===== config.mk =====
export PLATFORM = sky130hd
export DESIGN_NAME = int_ctrl
export DESIGN_NICKNAME = d
export VERILOG_FILES = /design/src/rtl/int_ctrl.sv
export SDC_FILE = /design/constraint.sdc
export NUM_CORES = 1
export LEC_CHECK = 0
export BUFFER_PORTS_ARGS = -buffer_cell sky130_fd_sc_hd__clkbuf_2
export CAP_MARGIN = 20
export CORE_AREA = 2 2 56 110
export DETAILED_ROUTE_END_ITERATION = 10
export DIE_AREA = 0 0 58 112
export GPL_ROUTABILITY_DRIVEN = 0
export PLACE_DENSITY = 0.84
export SYNTH_ARGS = -nofsm -noshare
export SYNTH_HDL_FRONTEND = slang
export SYNTH_SLANG_ARGS = --single-unit

===== constraint.sdc =====
create_clock -name clk -period 2.6 [get_ports clk]
set_clock_uncertainty 0.1 [all_clocks]
set_input_delay 0.13 -clock clk [delete_from_list [all_inputs] [get_ports clk]]
set_output_delay 0.13 -clock clk [all_outputs]
set_load 0.02 [all_outputs]

===== src/rtl/int_ctrl.sv =====
// Interrupt controller / exception-state unit feeding the next-PC stage.
// Synchronises, latches, masks and prioritises interrupt lines; tracks EXL through MRET.
//
// state      | meaning
// -----------+-------------------------------------------------------------
// ST_IDLE    | normal execution, interrupts may be taken
// ST_HANDLER | inside the handler, new requests only latch into pending
// ST_RETURN  | one-cycle MRET shadow so the resumed instruction is fetched
module int_ctrl #(
  parameter int          NUM_SRC       = 3,
  parameter logic [31:0] RESET_PC_SEPC = 32'h0000_0000
) (
  input  logic               clk,
  input  logic               rst,
  input  logic [NUM_SRC-1:0] irq_in,
  input  logic [31:0]        epc_in,
  input  logic               take_ok,
  input  logic               mret,
  input  logic               csr_we,
  input  logic [1:0]         csr_addr,
  input  logic [31:0]        csr_wdata,
  output logic [31:0]        csr_rdata,
  output logic               int_signal,
  output logic               exl_set,
  output logic [NUM_SRC-1:0] int_pend,
  output logic [31:0]        sepc,
  output logic [1:0]         int_cause
);

  typedef enum logic [1:0] {
    ST_IDLE    = 2'd0,
    ST_HANDLER = 2'd1,
    ST_RETURN  = 2'd2
  } state_t;

  localparam logic [1:0] ADDR_MIE   = 2'd0;
  localparam logic [1:0] ADDR_SEPC  = 2'd1;
  localparam logic [1:0] ADDR_CAUSE = 2'd2;
  localparam logic [1:0] ADDR_PEND  = 2'd3;

  state_t state, state_nxt;

  logic [NUM_SRC-1:0] sync1, sync2, sync3;
  logic [NUM_SRC-1:0] pending, pending_nxt;
  logic [NUM_SRC-1:0] mask;
  logic               gie;
  logic [31:0]        sepc_nxt;

  logic [NUM_SRC-1:0] rise;
  logic [NUM_SRC-1:0] win_onehot;
  logic [1:0]         win_idx;
  logic [NUM_SRC-1:0] take_clr;
  logic [NUM_SRC-1:0] w1c_clr;
  logic               wr_mie, wr_sepc, wr_pend;

  assign rise       = sync2 & ~sync3;
  assign int_pend   = pending & mask;
  assign int_signal = (state == ST_IDLE) & gie & (|int_pend) & take_ok;

  assign wr_mie  = csr_we & (csr_addr == ADDR_MIE);
  assign wr_sepc = csr_we & (csr_addr == ADDR_SEPC);
  assign wr_pend = csr_we & (csr_addr == ADDR_PEND);

  // Scan from the top down so the lowest-numbered source ends up the winner.
  always_comb begin
    win_idx    = '0;
    win_onehot = '0;
    for (int i = NUM_SRC - 1; i >= 0; i--) begin
      if (int_pend[i]) begin
        win_idx       = 2'(i);
        win_onehot    = '0;
        win_onehot[i] = 1'b1;
      end
    end
  end

  assign take_clr = int_signal ? win_onehot : '0;
  assign w1c_clr  = wr_pend ? csr_wdata[NUM_SRC-1:0] : '0;

  // A fresh edge always beats a clear landing in the same cycle.
  assign pending_nxt = (pending & ~take_clr & ~w1c_clr) | rise;

  always_comb begin
    sepc_nxt = sepc;
    if (int_signal)
      sepc_nxt = epc_in;
    else if (wr_sepc)
      sepc_nxt = csr_wdata;
  end

  always_comb begin
    state_nxt = state;
    case (state)
      ST_IDLE:    if (int_signal) state_nxt = ST_HANDLER;
      ST_HANDLER: if (mret)       state_nxt = ST_RETURN;
      ST_RETURN:                  state_nxt = ST_IDLE;
      default:                    state_nxt = ST_IDLE;
    endcase
  end

  always_ff @(posedge clk) begin
    if (rst)
      state <= ST_IDLE;
    else
      state <= state_nxt;
  end

  always_ff @(posedge clk) begin
    if (rst) begin
      sync1     <= '0;
      sync2     <= '0;
      sync3     <= '0;
      pending   <= '0;
      mask      <= '0;
      gie       <= 1'b0;
      sepc      <= RESET_PC_SEPC;
      int_cause <= '0;
      exl_set   <= 1'b0;
    end else begin
      sync1   <= irq_in;
      sync2   <= sync1;
      sync3   <= sync2;
      pending <= pending_nxt;
      sepc    <= sepc_nxt;
      exl_set <= (state_nxt != ST_IDLE);
      if (wr_mie) begin
        mask <= csr_wdata[NUM_SRC-1:0];
        gie  <= csr_wdata[31];
      end
      if (int_signal)
        int_cause <= win_idx;
    end
  end

  always_comb begin
    csr_rdata = '0;
    case (csr_addr)
      ADDR_MIE:   csr_rdata = {gie, {(31 - NUM_SRC){1'b0}}, mask};
      ADDR_SEPC:  csr_rdata = sepc;
      ADDR_CAUSE: csr_rdata = {exl_set, 29'b0, int_cause};
      ADDR_PEND:  csr_rdata = {{(32 - NUM_SRC){1'b0}}, pending};
      default:    csr_rdata = '0;
    endcase
  end

endmodule


# Yosys cells after proc, flatten, opt, wreduce, memory -nomap -nowiden
# Cells that the tools add are included.
# word_totals
regBits	53
wordCells	47
# op_classes
eq_ne	4
mux	14
n_bitwise	14
reduce_logical	5
# ops
operator	n
case mux 32 bit (4 select lines)	1
2-to-1 mux 32 bit	2
2-to-1 mux 3 bit	5
AND 3 bit	4
2-to-1 mux 2 bit	5
NOT 3 bit	3
AND 1 bit	6
equality test 2 x 1 -> 1 bit, second input constant	2
equality test 2 bit, second input constant	2
zero test 2 bit	2
case mux 2 bit (2 select lines)	1
nonzero test 2 bit	2
bitwise OR 3 bit	1
OR reduction 3 bit	1

# Depth between registers and ports, before layout
# depth
depth_word	9
mapped_depth	5
mapped_depth_nobuf	4

# Worst setup path before layout
# OpenSTA, ideal clock, no wires.
# synth_timing
kind	register -> register
start	register pending[1]
end	register sepc[31]
setup_ns	0.091
arrival_time_ns	1.454
setup_slack_ns	0.955
path_stages_with_launch	5
path_buffers	1
cell_sequence	dfxtp_1 > a222oi_1 > buf_6 > nor3_1 > a311oi_1
# synth_via
elab_chain_len	5
# synth_lines
item	line_no	source
from (decl)	44	logic [NUM_SRC-1:0] pending, pending_nxt;
from (signal assigned)	123	pending <= pending_nxt;
AND 3 bit *	57	assign int_pend = pending & mask;
OR reduction 3 bit *	58	assign int_signal = (state == ST_IDLE) & gie & (|int_pend) & take_ok;
AND 1 bit * (2 in a row)	58	
2-to-1 mux 32 bit / nonzero test 2 bit (equally long branches)	--	
to (signal assigned)	124	sepc <= sepc_nxt;
to (decl)	26	output logic [31:0] sepc,
# Every way passes the cells marked *; elsewhere a longest branch is shown, timed or not.
# A chain may end at the register's enable or synchronous reset.

# Worst setup path in the final report
# layout_timing
start	register state[0]
end	register sepc[27]
# layout_via
elab_chain_len	5
# layout_lines
item	line_no	source
from (decl)	41	state_t state, state_nxt;
from (signal assigned)	105	state <= state_nxt;
zero test 2 bit *	58	
AND 1 bit * (3 in a row)	58	
2-to-1 mux 32 bit / nonzero test 2 bit (equally long branches)	--	
# Marks and branches as above.

==> metrics.yaml <==
timing:
  rsz0062_at_grt: "no"
  max_freq_mhz: 555.9
  setup_violations: 0
  period_share: 0.6919
  postLayoutSetupSlackWorst_ps: 801.0
  finalCriticalPeriod_ps: 1799
  hold_violations: 0
  worstMarginPinSlew_ps: 609.4
  fin_setup_tns_ps: 0
  maxSlewHeadroom: 0.5925
  drv_slew: 0
synthesis:
  synth_cells: 299
  syn_avg_cell_area_sq_um: 8.758
  synth_compound_area_frac: 0.1486
  ys_seq_area_frac: 0.4052
  synth.top_cell.area_share: 0.4052
  synth_largest_area_cell: "dfxtp_1"
  ys_top_cells_by_count: "nand2_1 (65), dfxtp_1 (53), nor3_1 (33)"
  synth_edf_count: 0
  synth_nets: 373
  synth-adder-area-share: 0
  synth-async-reset-ratio: 0
  synthDistinctLibCells: 40
  muxShareOfSynthArea: 0.04300
  synthTopCellsByArea: "dfxtp_1 (41%), a311oi_1 (11%), nand2_1 (9.3%)"
  synth_top_family_by_area: "simple AND/OR/NAND/NOR gates"
  ys_warn_count: 0
  yosys.area_share.simple: 0.3058
  synth_most_common_cell: "nand2_1"
  yosys.area_share.xor_xnor: 0
  yosys_most_used_dff: "dfxtp_1"
  netlist_area_sq_mm: 0.002619
  ys_ff_latch: 53
grt:
  grt_max_degree: 29
  first_global_vias: 2493
  antenna_found_initial: 0
  grt_overflow_total: 0
  grt_usage: 0.2310
  grt_pass1_wl_um: 11870
job:
  maxCapViolations: 0
die:
  start_util: 0.4626
  die_w_um: 58
  dieArea_sq_mm: 0.006496
  num_io_pins: 145
  core-area_sq_mm: 0.005660
  die_y_um: 112
  core.rowCount: 39
placement:
  io_buffers: 144
  dp_hpwl_um: 5877
  dp_slack_ps: 812.4
power_and_ir_drop:
  p_switching_w: 0.0004390
  p_per_area_mw_per_mm2: 493.5
  seq_power_share: 0.495
  p_comb_frac: 0.129
  ir_drop_uv: 627.2
  internal_power_w: 0.001296
  p_clk_frac: 0.375
  sw_frac_of_total: 0.2530
  p_leak_nw: 1.554
setup_path:
  path_class: "register to register"
  cp.arrival_ps: 1860
  ff2ff_setup_slack_ps: 800
  cp-end-kind: "register"
  cp_data_required_time_ps: 2660
  worstPathMaxFanout: 23
  start_kind: "register"
route:
  wire_per_inst_um: 15.44
  drt-total-wl_um: 7815
  route.detailed.drc: 0
  drtIter0Drc: 108
  num_vias: 2743
  ant_nets: 0
  first_pass_iters: 4
  viasPerCell: 5.421
layout:
  final_util: 0.6211
  nets: 518
  area_growth_pct: 34.26
  drive_gt1_frac: 0.3775
  seqCellArea_sq_mm: 0.001061
  multiInputGateArea_sq_mm: 0.001306
  fillers: 528
  diodes: 0
worst_hold_path:
  hold_path.class: "input port to register"
clock_network:
  cts_root_buf: "clkbuf_16"
  cts_made_buffers: 5
  clk_pin_slew_ps: 70
  clockBufferDepth: 2
  clock_latency_ps: 290
  htree_levels: 2
  cts_tree: "yes"
  clkSinkCount: 53
run_status:
  status: "finished, final reports clean"
-- what timing repair did --
item / 4_1_cts / 5_1_grt
setup buffers: 0 / 0
endpoints found under the setup margin: 0 / 0
hold buffers: 11 / 0
endpoints found under the hold margin: 11 / 0
gates resized for setup: 0 / 0
-- registers in the layout, indices dropped and copies added (netlist names) --
signal / count
sync2: 3
pending: 3
mask: 3
exl_set: 1
sync3: 3
state: 2
int_cause: 2
sync1: 3
sepc: 32
gie: 1
-- worst max-delay path, stage by stage (launching register included) --
cell       delay [ps]
dfxtp_1           320
nand4bb_1         530
buf_4             410
nor3_1            220
a311oi_1           80
-- layer usage --
| layer | vias to the layer above | wire, um | track usage |
|---|---|---|---|
| met1 | 1262 | 3012 | 0.2685 |
| li1 | 1348 | - | - |
| met5 | - | 0 | 0 |
| met2 | 120 | 4188 | 0.4076 |
| met4 | 0 | 159 | 0.1008 |
| met3 | 13 | 455 | 0.03020 |
-- cells by family (layout without fill, tap and decap cells) --
group | Yosys count | in the layout
AOI/OAI and AO/OA | 48 | 48
buffers and inverters | 32 | 178
DFF | 53 | 53
and+or+nand+nor | 158 | 158
muxes | 8 | 8
-- cell usage in the layout (no fill, tap or decap), drive strengths merged, types with 3 or more instances in the layout --
| master | count |
|---|---|
| clkbuf | 149 |
| nand2 | 65 |
| dfxtp | 53 |
| nor3 | 33 |
| a311oi | 32 |
| and2 | 30 |
| nor2b | 11 |
| dlygate4sd3 | 11 |
| buf | 10 |
| mux2i | 6 |
| inv | 5 |
| a21oi | 5 |
| nor2 | 4 |
| o21ai | 4 |
| nand3b | 3 |
| clkinvlp | 3 |
-- final timing paths --
| kind | start | endpoint | cells after the start |
|---|---|---|---|
| max | state[0]$_SDFF_PP0_ | sepc[27]$_SDFFE_PP0P_ | 4 |
| min | csr_wdata[31] | gie$_SDFFE_PP0P_ | 3 |
| max reg2reg | state[0]$_SDFF_PP0_ | sepc[27]$_SDFFE_PP0P_ | 4 |
| min reg2reg | sync1[0]$_SDFF_PP0_ | sync2[0]$_SDFF_PP0_ | 1 |
-- power groups by stage --
stage / logic (W) / registers [W] / clock network, W
finish: 0.000225 / 0.000860 / 0.000651
global route: 0.000242 / 0.000862 / 0.000690
CTS: 0.000225 / 0.000859 / 0.000660
global placement: 0.000208 / 0.000877 / 0
detailed placement: 0.000212 / 0.000878 / 0
floorplan: 0.0000978 / 0.000892 / 0
-- layout make-up --
cell class,instances,share of cell area
multi-input combinational,214,0.3715
clock buffer,5,0.03559
timing repair buffer,165,0.2577
inverter,5,0.005338
clock inverter,3,0.006406
sequential,53,0.3018
tap,61,0.02171
-- metrics by stage --
stage | hold WS (ps) | instances | total power, W | area (sq um)
after floorplan | 109.1 | 299 | 0.0009895 | 2619
after global placement | 237.0 | 487 | 0.001085 | 3258
after detailed placement | 246.9 | 487 | 0.001089 | 3258
after CTS | 2.942 | 506 | 0.001745 | 3516
after global routing | 7.673 | 506 | 0.001794 | 3516
final | 3.639 | 506 | 0.001735 | 3516
(Power assumes the default switching activity.)
